$ cat config.mk
export PLATFORM = sky130hd
export DESIGN_NAME = rd_channel_arbiter
export DESIGN_NICKNAME = d
export VERILOG_FILES = /design/src/rtl/rd_arb_pkg.sv /design/src/rtl/rd_arb_buf2.sv /design/src/rtl/rd_channel_arbiter.sv
export SDC_FILE = /design/constraint.sdc
export NUM_CORES = 1
export LEC_CHECK = 0
export ABC_CLOCK_PERIOD_IN_PS = 4200
export CORE_MARGIN = 5
export CORE_UTILIZATION = 49
export DETAILED_ROUTE_END_ITERATION = 10
export GPL_ROUTABILITY_DRIVEN = 0
export HOLD_SLACK_MARGIN = 0.1
export PLACE_DENSITY = 0.81
export SLEW_MARGIN = 30
export SYNTH_ARGS = -nofsm -noshare
export SYNTH_HDL_FRONTEND = slang
export SYNTH_SLANG_ARGS = --single-unit
export TNS_END_PERCENT = 5
$ cat constraint.sdc
create_clock -name clk_chip -period 4.2 [get_ports clk_chip]
set_clock_uncertainty 0.05 [all_clocks]
set_input_delay 0.84 -clock clk_chip [delete_from_list [all_inputs] [get_ports clk_chip]]
set_output_delay 0.84 -clock clk_chip [all_outputs]
set_load 0.05 [all_outputs]
$ cat src/rtl/rd_arb_pkg.sv
// Shared definitions for the read-channel arbiter: sequencer states and default widths.
package rd_arb_pkg;

    localparam int DATA_WIDTH_DEF  = 32;
    localparam int TAG_WIDTH_DEF   = 4;
    localparam int LEN_WIDTH_DEF   = 8;
    localparam int CFG_TIMEOUT_DEF = 255;

    typedef enum logic [1:0] {
        IDLE     = 2'd0,
        CFG      = 2'd1,
        WAIT_RDY = 2'd2,
        XFER     = 2'd3
    } arb_state_t;

endpackage

$ cat src/rtl/rd_arb_buf2.sv
// Two-entry registered FIFO returning words to the core; push and pop may coincide at any occupancy.
module rd_arb_buf2 #(
    parameter int WIDTH = 32
) (
    input  logic             clk,
    input  logic             reset,
    input  logic             push,
    input  logic [WIDTH-1:0] push_data,
    input  logic             pop,
    output logic [WIDTH-1:0] head_data,
    output logic [1:0]       count,
    output logic             full,
    output logic             empty
);

    logic [WIDTH-1:0] mem [2];
    logic             wr_ptr;
    logic             rd_ptr;
    logic             do_push;
    logic             do_pop;

    assign empty   = (count == 2'd0);
    assign full    = (count == 2'd2);
    assign do_pop  = pop & ~empty;
    assign do_push = push & (~full | do_pop);

    // Head is forced to zero when empty so a flushed buffer shows no stale word.
    assign head_data = empty ? '0 : mem[rd_ptr];

    always_ff @(posedge clk) begin
        if (do_push) begin
            mem[wr_ptr] <= push_data;
        end
    end

    always_ff @(posedge clk) begin
        if (reset) begin
            wr_ptr <= 1'b0;
            rd_ptr <= 1'b0;
            count  <= 2'd0;
        end else begin
            if (do_push) begin
                wr_ptr <= ~wr_ptr;
            end
            if (do_pop) begin
                rd_ptr <= ~rd_ptr;
            end
            count <= count + {1'b0, do_push} - {1'b0, do_pop};
        end
    end

endmodule

$ cat src/rtl/rd_channel_arbiter.sv
// Read command sequencer: configures one of two FIFO read channels, pops a burst of words
// and returns them to the core through a 2-entry buffered stream.
module rd_channel_arbiter
    import rd_arb_pkg::*;
#(
    parameter int DATA_WIDTH  = DATA_WIDTH_DEF,
    parameter int TAG_WIDTH   = TAG_WIDTH_DEF,
    parameter int LEN_WIDTH   = LEN_WIDTH_DEF,
    parameter int CFG_TIMEOUT = CFG_TIMEOUT_DEF
) (
    input  logic                  clk_chip,
    input  logic                  reset_chip,
    input  logic                  cmd_valid,
    output logic                  cmd_ready,
    input  logic                  cmd_ch,
    input  logic [TAG_WIDTH-1:0]  cmd_tag,
    input  logic [LEN_WIDTH-1:0]  cmd_len,
    output logic                  config_paulse_ch0,
    output logic                  config_paulse_ch1,
    output logic [TAG_WIDTH-1:0]  config_data_ch0,
    output logic [TAG_WIDTH-1:0]  config_data_ch1,
    input  logic                  config_ready_ch0,
    input  logic                  config_ready_ch1,
    output logic                  rd_req_ch0,
    output logic                  rd_req_ch1,
    input  logic                  rd_valid_ch0,
    input  logic                  rd_valid_ch1,
    input  logic [DATA_WIDTH-1:0] rd_data_ch0,
    input  logic [DATA_WIDTH-1:0] rd_data_ch1,
    output logic                  out_valid,
    input  logic                  out_ready,
    output logic [DATA_WIDTH-1:0] out_data,
    output logic [TAG_WIDTH-1:0]  out_tag,
    output logic                  out_last,
    output logic                  done,
    output logic                  err_timeout,
    output logic                  err_spurious,
    output arb_state_t            state_dbg
);

    localparam int TIMER_WIDTH = $clog2(CFG_TIMEOUT + 1);
    localparam logic [TIMER_WIDTH-1:0] TIMER_LAST = TIMER_WIDTH'(CFG_TIMEOUT - 1);

    arb_state_t              state, state_nxt;
    logic                    sel_ch;
    logic [TAG_WIDTH-1:0]    tag_q;
    logic [LEN_WIDTH:0]      req_left, pop_left, len_ext;
    logic [1:0]              outstanding, buf_count;
    logic [TIMER_WIDTH-1:0]  timer;
    logic                    sel_ready, sel_valid;
    logic [DATA_WIDTH-1:0]   sel_data;
    logic                    buf_empty, buf_full;
    logic                    push, pop, room, issue, cfg_strobe, spurious;

    // Handshakes: a transfer happens on a cycle where valid and ready are both high;
    // valid never waits on ready, and once raised, valid and its payload hold until that cycle.
    assign len_ext   = {(cmd_len == '0), cmd_len};
    assign sel_ready = sel_ch ? config_ready_ch1 : config_ready_ch0;
    assign sel_valid = sel_ch ? rd_valid_ch1 : rd_valid_ch0;
    assign sel_data  = sel_ch ? rd_data_ch1 : rd_data_ch0;

    assign out_valid = ~buf_empty;
    assign pop       = out_valid & out_ready;
    assign push      = sel_valid & (outstanding != 2'd0);
    assign spurious  = (rd_valid_ch0 & (sel_ch | (outstanding == 2'd0))) |
                       (rd_valid_ch1 & (~sel_ch | (outstanding == 2'd0)));

    // In-flight words plus buffered words never exceed two; a same-cycle pop frees a slot.
    assign room  = pop | (~buf_full & (({1'b0, outstanding} + {1'b0, buf_count}) < 3'd2));
    assign issue = (state == XFER) & (req_left != '0) & room;

    assign out_last = (pop_left == (LEN_WIDTH + 1)'(1)) & out_valid;
    assign out_tag  = tag_q;
    assign state_dbg = state;

    assign config_paulse_ch0 = cfg_strobe & ~sel_ch;
    assign config_paulse_ch1 = cfg_strobe & sel_ch;
    assign config_data_ch0   = ((state != IDLE) & ~sel_ch) ? tag_q : '0;
    assign config_data_ch1   = ((state != IDLE) & sel_ch) ? tag_q : '0;
    assign rd_req_ch0        = issue & ~sel_ch;
    assign rd_req_ch1        = issue & sel_ch;

    rd_arb_buf2 #(.WIDTH(DATA_WIDTH)) u_buf (
        .clk       (clk_chip),
        .reset     (reset_chip),
        .push      (push),
        .push_data (sel_data),
        .pop       (pop),
        .head_data (out_data),
        .count     (buf_count),
        .full      (buf_full),
        .empty     (buf_empty)
    );

    always_comb begin
        state_nxt  = state;
        cmd_ready  = 1'b0;
        cfg_strobe = 1'b0;
        done       = 1'b0;
        case (state)
            IDLE: begin
                cmd_ready = ~reset_chip;
                if (cmd_valid & ~reset_chip) begin
                    state_nxt = CFG;
                end
            end
            CFG: begin
                cfg_strobe = 1'b1;
                state_nxt  = WAIT_RDY;
            end
            WAIT_RDY: begin
                if (sel_ready) begin
                    state_nxt = XFER;
                end else if (timer == TIMER_LAST) begin
                    done      = 1'b1;
                    state_nxt = IDLE;
                end
            end
            XFER: begin
                if (pop & out_last) begin
                    done      = 1'b1;
                    state_nxt = IDLE;
                end
            end
            default: state_nxt = IDLE;
        endcase
    end

    always_ff @(posedge clk_chip) begin
        if (reset_chip) begin
            state        <= IDLE;
            sel_ch       <= 1'b0;
            tag_q        <= '0;
            req_left     <= '0;
            pop_left     <= '0;
            outstanding  <= 2'd0;
            timer        <= '0;
            err_timeout  <= 1'b0;
            err_spurious <= 1'b0;
        end else begin
            state <= state_nxt;
            if ((state == IDLE) & cmd_valid) begin
                sel_ch   <= cmd_ch;
                tag_q    <= cmd_tag;
                req_left <= len_ext;
                pop_left <= len_ext;
            end
            if (state == CFG) begin
                timer <= '0;
            end else if (state == WAIT_RDY) begin
                timer <= timer + 1'b1;
            end
            if ((state == WAIT_RDY) & ~sel_ready & (timer == TIMER_LAST)) begin
                err_timeout <= 1'b1;
            end
            if (issue) begin
                req_left <= req_left - 1'b1;
            end
            if (pop) begin
                pop_left <= pop_left - 1'b1;
            end
            outstanding <= outstanding + {1'b0, issue} - {1'b0, push};
            if (spurious) begin
                err_spurious <= 1'b1;
            end
        end
    end

endmodule

# Word-level counts from Yosys, hierarchy flattened
# Memories as Yosys holds them, arrays and structs flattened. A register that Yosys moved wholly into a read port is not among the register bits.
# Cells that the tools add are included.
[word_totals]
regBits = 41
ramBits = 64
in_bits = 85
output_inout_bits = 56
word_cells = 99
mem_count = 1
[op_classes]
addsub = 8
magnitude_cmp = 1
eq_ne = 9
muxes = 24
bitwise = 33
n_reduce_logical = 11
[memory_table]
columns = ["name", "depth", "word_bits", "read_ports", "rd_ports_with_merged_regs", "write_ports", "line_no", "source"]
rows = [
  ["u_buf.mem", 2, 32, 1, 1, 1, "rd_arb_buf2.sv:16", "logic [WIDTH-1:0] mem [2];"],
]
[op_table]
columns = ["cell", "n"]
rows = [
  ["$mux 32", 2],
  ["$mux 9", 3],
  ["$and 1x1->1", 21],
  ["$sub 9x1->9 const B", 2],
  ["$mux 1", 11],
  ["$eq 9x1->1 const B", 1],
  ["$reduce_bool 9->1", 1],
  ["$add 8x1->8 const B", 1],
  ["$eq 8x8->1 const B", 1],
  ["$logic_not 8->1", 1],
  ["$mux 2", 4],
  ["$mux 4", 2],
  ["$pmux 2 s4", 1],
  ["$reduce_bool 2->1", 4],
  ["$not 1->1", 7],
  ["$eq 2x2->1 const B", 3],
  ["$logic_not 2->1", 3],
  ["$or 1x1->1", 5],
  ["$add 2x1->2", 2],
  ["$sub 2x1->2", 2],
  ["$add 2x2->3", 1],
  ["$lt 3x2->1 const B", 1],
  ["$ne 3x3->1 const B", 1],
  ["$reduce_and 3->1", 1],
  ["other kinds (5)", 5],
]

# Logic depth before layout (Yosys ltp)
[depth]
ltp_word = 8
ltp_mapped = 12
mapped_depth_nobuf = 11

# Modules after synthesis
# A second synthesis with hierarchy kept.
[hier_totals]
hier_cells = 466
hier_area_um2 = 5138.7
[by_module_without_submodules]
columns = ["mod", "instances", "cells_per_inst", "area_per_inst_um2"]
rows = [
  ["rd_arb_buf2", 1, 165, 2650.0],
  ["rd_channel_arbiter", 1, 301, 2488.6],
]

# Least setup slack after synthesis
# Ideal clock, no wire load.
[synth_path]
path_kind = "input to register"
from = "in out_ready"
to = "mem u_buf.mem[0][0] (enable)"
setup_ns = 0.425
t_arrival_ns = 2.794
required_time_ns = 3.725
setup_slack_ns = 0.931
path_stages = 3
path_cell_list = "nor2_1 a211oi_1 nor2b_1"
[synth_via]
elab_chain_len = 6
[synth_rtl]
columns = ["item", "line_no", "source"]
rows = [
  ["from (decl)", "rd_channel_arbiter.sv:31", "input logic out_ready,"],
  ["$and 1x1->1", "rd_channel_arbiter.sv:63", "assign pop = out_valid & out_ready;"],
  ["$and 1x1->1", "rd_arb_buf2.sv:24", "assign do_pop = pop & ~empty;"],
  ["$or 1x1->1", "rd_arb_buf2.sv:25", "assign do_push = push & (~full | do_pop);"],
  ["$and 1x1->1", "rd_arb_buf2.sv:25", ""],
  ["$mux 1", "rd_arb_buf2.sv:31", "if (do_push) begin"],
  ["$mux 1 (implied by the code)", "rd_arb_buf2.sv:32", "mem[wr_ptr] <= push_data;"],
  ["to (decl)", "rd_arb_buf2.sv:16", ""],
]
# No other way between the ends.

# Worst setup path after layout
[layout_path]
from = "in out_ready"
to = "out rd_req_ch1"
[layout_via]
elab_chain_len = 4
[layout_rtl]
columns = ["item", "line_no", "source"]
rows = [
  ["$and 1x1->1", "rd_channel_arbiter.sv:63", ""],
  ["$or 1x1->1", "rd_channel_arbiter.sv:69", "assign room = pop | (~buf_full & (({1'b0, outstanding} + {1'b0, buf_count}) < 3'd2));"],
  ["$and 1x1->1", "rd_channel_arbiter.sv:70", "assign issue = (state == XFER) & (req_left != '0) & room;"],
  ["$and 1x1->1", "rd_channel_arbiter.sv:81", "assign rd_req_ch1 = issue & sel_ch;"],
  ["to (decl)", "rd_channel_arbiter.sv:25", "output logic rd_req_ch1,"],
]
# No other way between the ends.

==> flow_summary.yaml <==
status:
  status: "finished clean"
sta:
  drv_slew: 0
  setup_violations: 0
  rsz0062_at_grt: "false"
  tns_ns: 0
  maxSlewHeadroom_pct: 50.9
  period_minus_slack_ns: 3.91
  tightest_slew_ns: 0.731
  finalHoldViolCount: 0
  post-route-period-util_pct: 93.0
  fmax_ghz: 0.256
job:
  cap_violations: 0
power_and_ir_drop:
  power.switching_uw: 1480
  seqPwrFrac_pct: 37.8
  leakage_uw: 0.00241
  clockPowerShare_pct: 16.8
  switching_share_pct: 42.1
  combPwrFrac_pct: 45.4
  p_int_uw: 2030
  ir_drop_v: 0.000222
  power.density_nw_per_um2: 509
routing:
  vias_per_cell: 5.42
  wire_per_inst_um: 16.3
  first_iter_violations: 216
  drc_errors: 0
  ant_nets: 0
  dr.pass1.iters: 4
  vias: 4057
  routed_wl_um: 12200
global_route:
  grt.busiest_layer: "met2"
  antenna_found_initial: 0
  grt_pass1_vias: 4009
  grt_pass1_wl_um: 19900
  grt_usage_pct: 19.1
  grt_use_met2_pct: 32.3
  grt_use_met1_pct: 24.5
  grt-ovfl-total: 0
  grt_max_degree: 40
  use_met3_pct: 4.91
synth:
  synth_cells: 475
  synth_flop_cell: "edfxtp_1"
  synth_seq_cells: 106
  postSynthAreaPerCell_um2: 10.9
  synth-edff-count: 64
  synth_top_area_cell: "edfxtp_1"
  ys_seq_area_share_pct: 53.5
  syn_area_um2: 5170
  yosys-top-cells-area: "edfxtp_1 37%, dfxtp_1 16%, mux2_2 7.4%, mux2i_1 6.6%, nor2_1 5.1%"
  synthArstFlopShare_pct: 0
  synth_top_cell_area_share_pct: 37.2
  synth_nets: 570
  synth.distinct_cells: 56
  yosysWarnings: 0
critical_path:
  worstPathMaxFanout: 11
  worstPathRequired_ns: 3.31
  end_kind: "output pin"
  crit_arrival_ns: 3.02
  slowest_stage: "clkdlybuf4s50_1"
  crit_path_max_incr_delay_ns: 0.57
  cp_cell_sequence: "clkdlybuf4s50_1 -> o21ai_1 -> inv_2 -> o2111a_1 -> nand2_1 -> nor2_1 -> buf_12"
  cp-start-kind: "primary input"
  path_class: "in -> out"
clock_tree:
  clkLatencyLatePin_ns: 0.37
  root_buffer: "clkbuf_8"
  cts_made_buffers: 9
  clock_path_buffers: 2
  htreeDepth: 3
  cts_tree: "yes"
  cts_setup_buffers: 0
  cts.sinks: 106
  cts_resized: 0
  clk_pin_slew_ns: 0.10
  holdBufCountCts: 0
finish:
  fillers: 786
  final_common_cell: "clkdlybuf4s50_1"
  antennaDiodeCount: 0
  layout-drive-gt1-share_pct: 12.2
  final_cell_mix: "136 x clkdlybuf4s50_1, 69 x nor2_1, 64 x edfxtp_1"
  fin_nets: 703
  area_growth_pct: 33.6
  instances_no_fill: 749
floorplan:
  boundaryPins: 141
  initial_utilization_pct: 50.0
  die_y_um: 113
  fp.dieW_um: 113
  floorplan.die_area_um2: 12700
  core_area_um2: 10300
  rows: 37
worst_hold_path:
  hold_class: "reg -> reg"
placement:
  dp_hpwl_um: 8990
  dp.cells: 733
  portBuffers: 140
==> synthesized netlist by cell type (7+ instances only) <==
library cell / n
dfxtp_1: 42
a31oi_1: 9
clkbuf_1: 14
a21oi_1: 20
nand2_1: 30
xnor2_1: 7
mux2_2: 34
o21ai_0: 7
edfxtp_1: 64
inv_1: 14
nor3_1: 13
buf_2: 7
and3_1: 10
ha_1: 9
o211ai_1: 7
mux2i_1: 34
nor2_1: 70
==> state kept, by name, indices dropped and copies added (netlist names), named ones only <==
name,count
err_spurious,1
err_timeout,1
out_tag,4
outstanding,2
pop_left,9
req_left,9
sel_ch,1
state_dbg,2
timer,8
u_buf.count,2
u_buf.mem,64
u_buf.rd_ptr,1
u_buf.wr_ptr,1
==> final timing paths <==
kind | cells past startpoint | end | slack [ns] | start
setup reg to reg | 10 | outstanding[1]$_SDFF_PP0_ | 1.30 | u_buf.count[1]$_SDFF_PP0_
setup / recovery | 7 | rd_req_ch1 | 0.29 | out_ready
hold reg to reg | 2 | err_spurious$_SDFFE_PP0P_ | 0.42 | err_spurious$_SDFFE_PP0P_
hold / removal | 2 | err_spurious$_SDFFE_PP0P_ | 0.42 | err_spurious$_SDFFE_PP0P_
==> metal layers <==
layer,part of all wire (%),vias to the layer above
met5,0,-
met4,0.78,0
met3,8.4,9
met2,48,159
met1,43,1909
li1,-,1980
==> kinds of logic after synthesis <==
| group | Yosys count | share of synthesized area (%) |
|---|---|---|
| AOI/OAI and AO/OA | 64 | 8.09 |
| xor gates and xnor gates | 11 | 1.86 |
| adders and majority gates | 10 | 2.57 |
| buffers and inverters | 41 | 3.29 |
| DFF | 106 | 53.5 |
| muxes | 68 | 14.0 |
| and+or+nand+nor | 175 | 16.7 |
==> final cells by class <==
cell class              count  area (um2)  area share [%]
well taps                 136         170            2.47
multi-input cells         328        2250            32.6
repair buffers            148        1480            21.4
clock buffers              10         128            1.85
inverters                  15        56.3           0.816
flip-flops and latches    106        2770            40.1
clock inverters             6        57.6           0.834
==> power groups by stage <==
stage / clock network, uW / registers [uW] / logic, uW
2_1_floorplan: 0 / 1320 / 1090
3_3_place_gp: 0 / 1350 / 1570
3_5_place_dp: 0 / 1350 / 1610
4_1_cts: 609 / 1330 / 1610
5_1_grt: 655 / 1350 / 1710
6_report: 591 / 1330 / 1600
==> through the flow <==
stage | power [uW] | setup slack (ns) | instance area [um2] | hold slack (ns) | utilization (%)
2_1_floorplan | 2410 | 0.931 | 5170 | 0.419 | -
6_report | 3510 | 0.293 | 6900 | 0.417 | 66.9
3_5_place_dp | 2960 | 0.302 | 6710 | 0.411 | 65.0
4_1_cts | 3550 | 0.296 | 6900 | 0.427 | 66.8
5_1_grt | 3710 | 0.0613 | 6900 | 0.458 | 66.9
3_3_place_gp | 2920 | 0.441 | 6710 | 0.385 | 65.0
==> worst max-delay path: cells and delay by family <==
| kind | cells | cell delay [ns] |
|---|---|---|
| AND/OR/NAND/NOR | 2 | 0.46 |
| buffers and inverters | 3 | 1.00 |
| AO/OA/AOI/OAI | 2 | 0.73 |
Note: power is estimated with default switching activity, not from simulation.
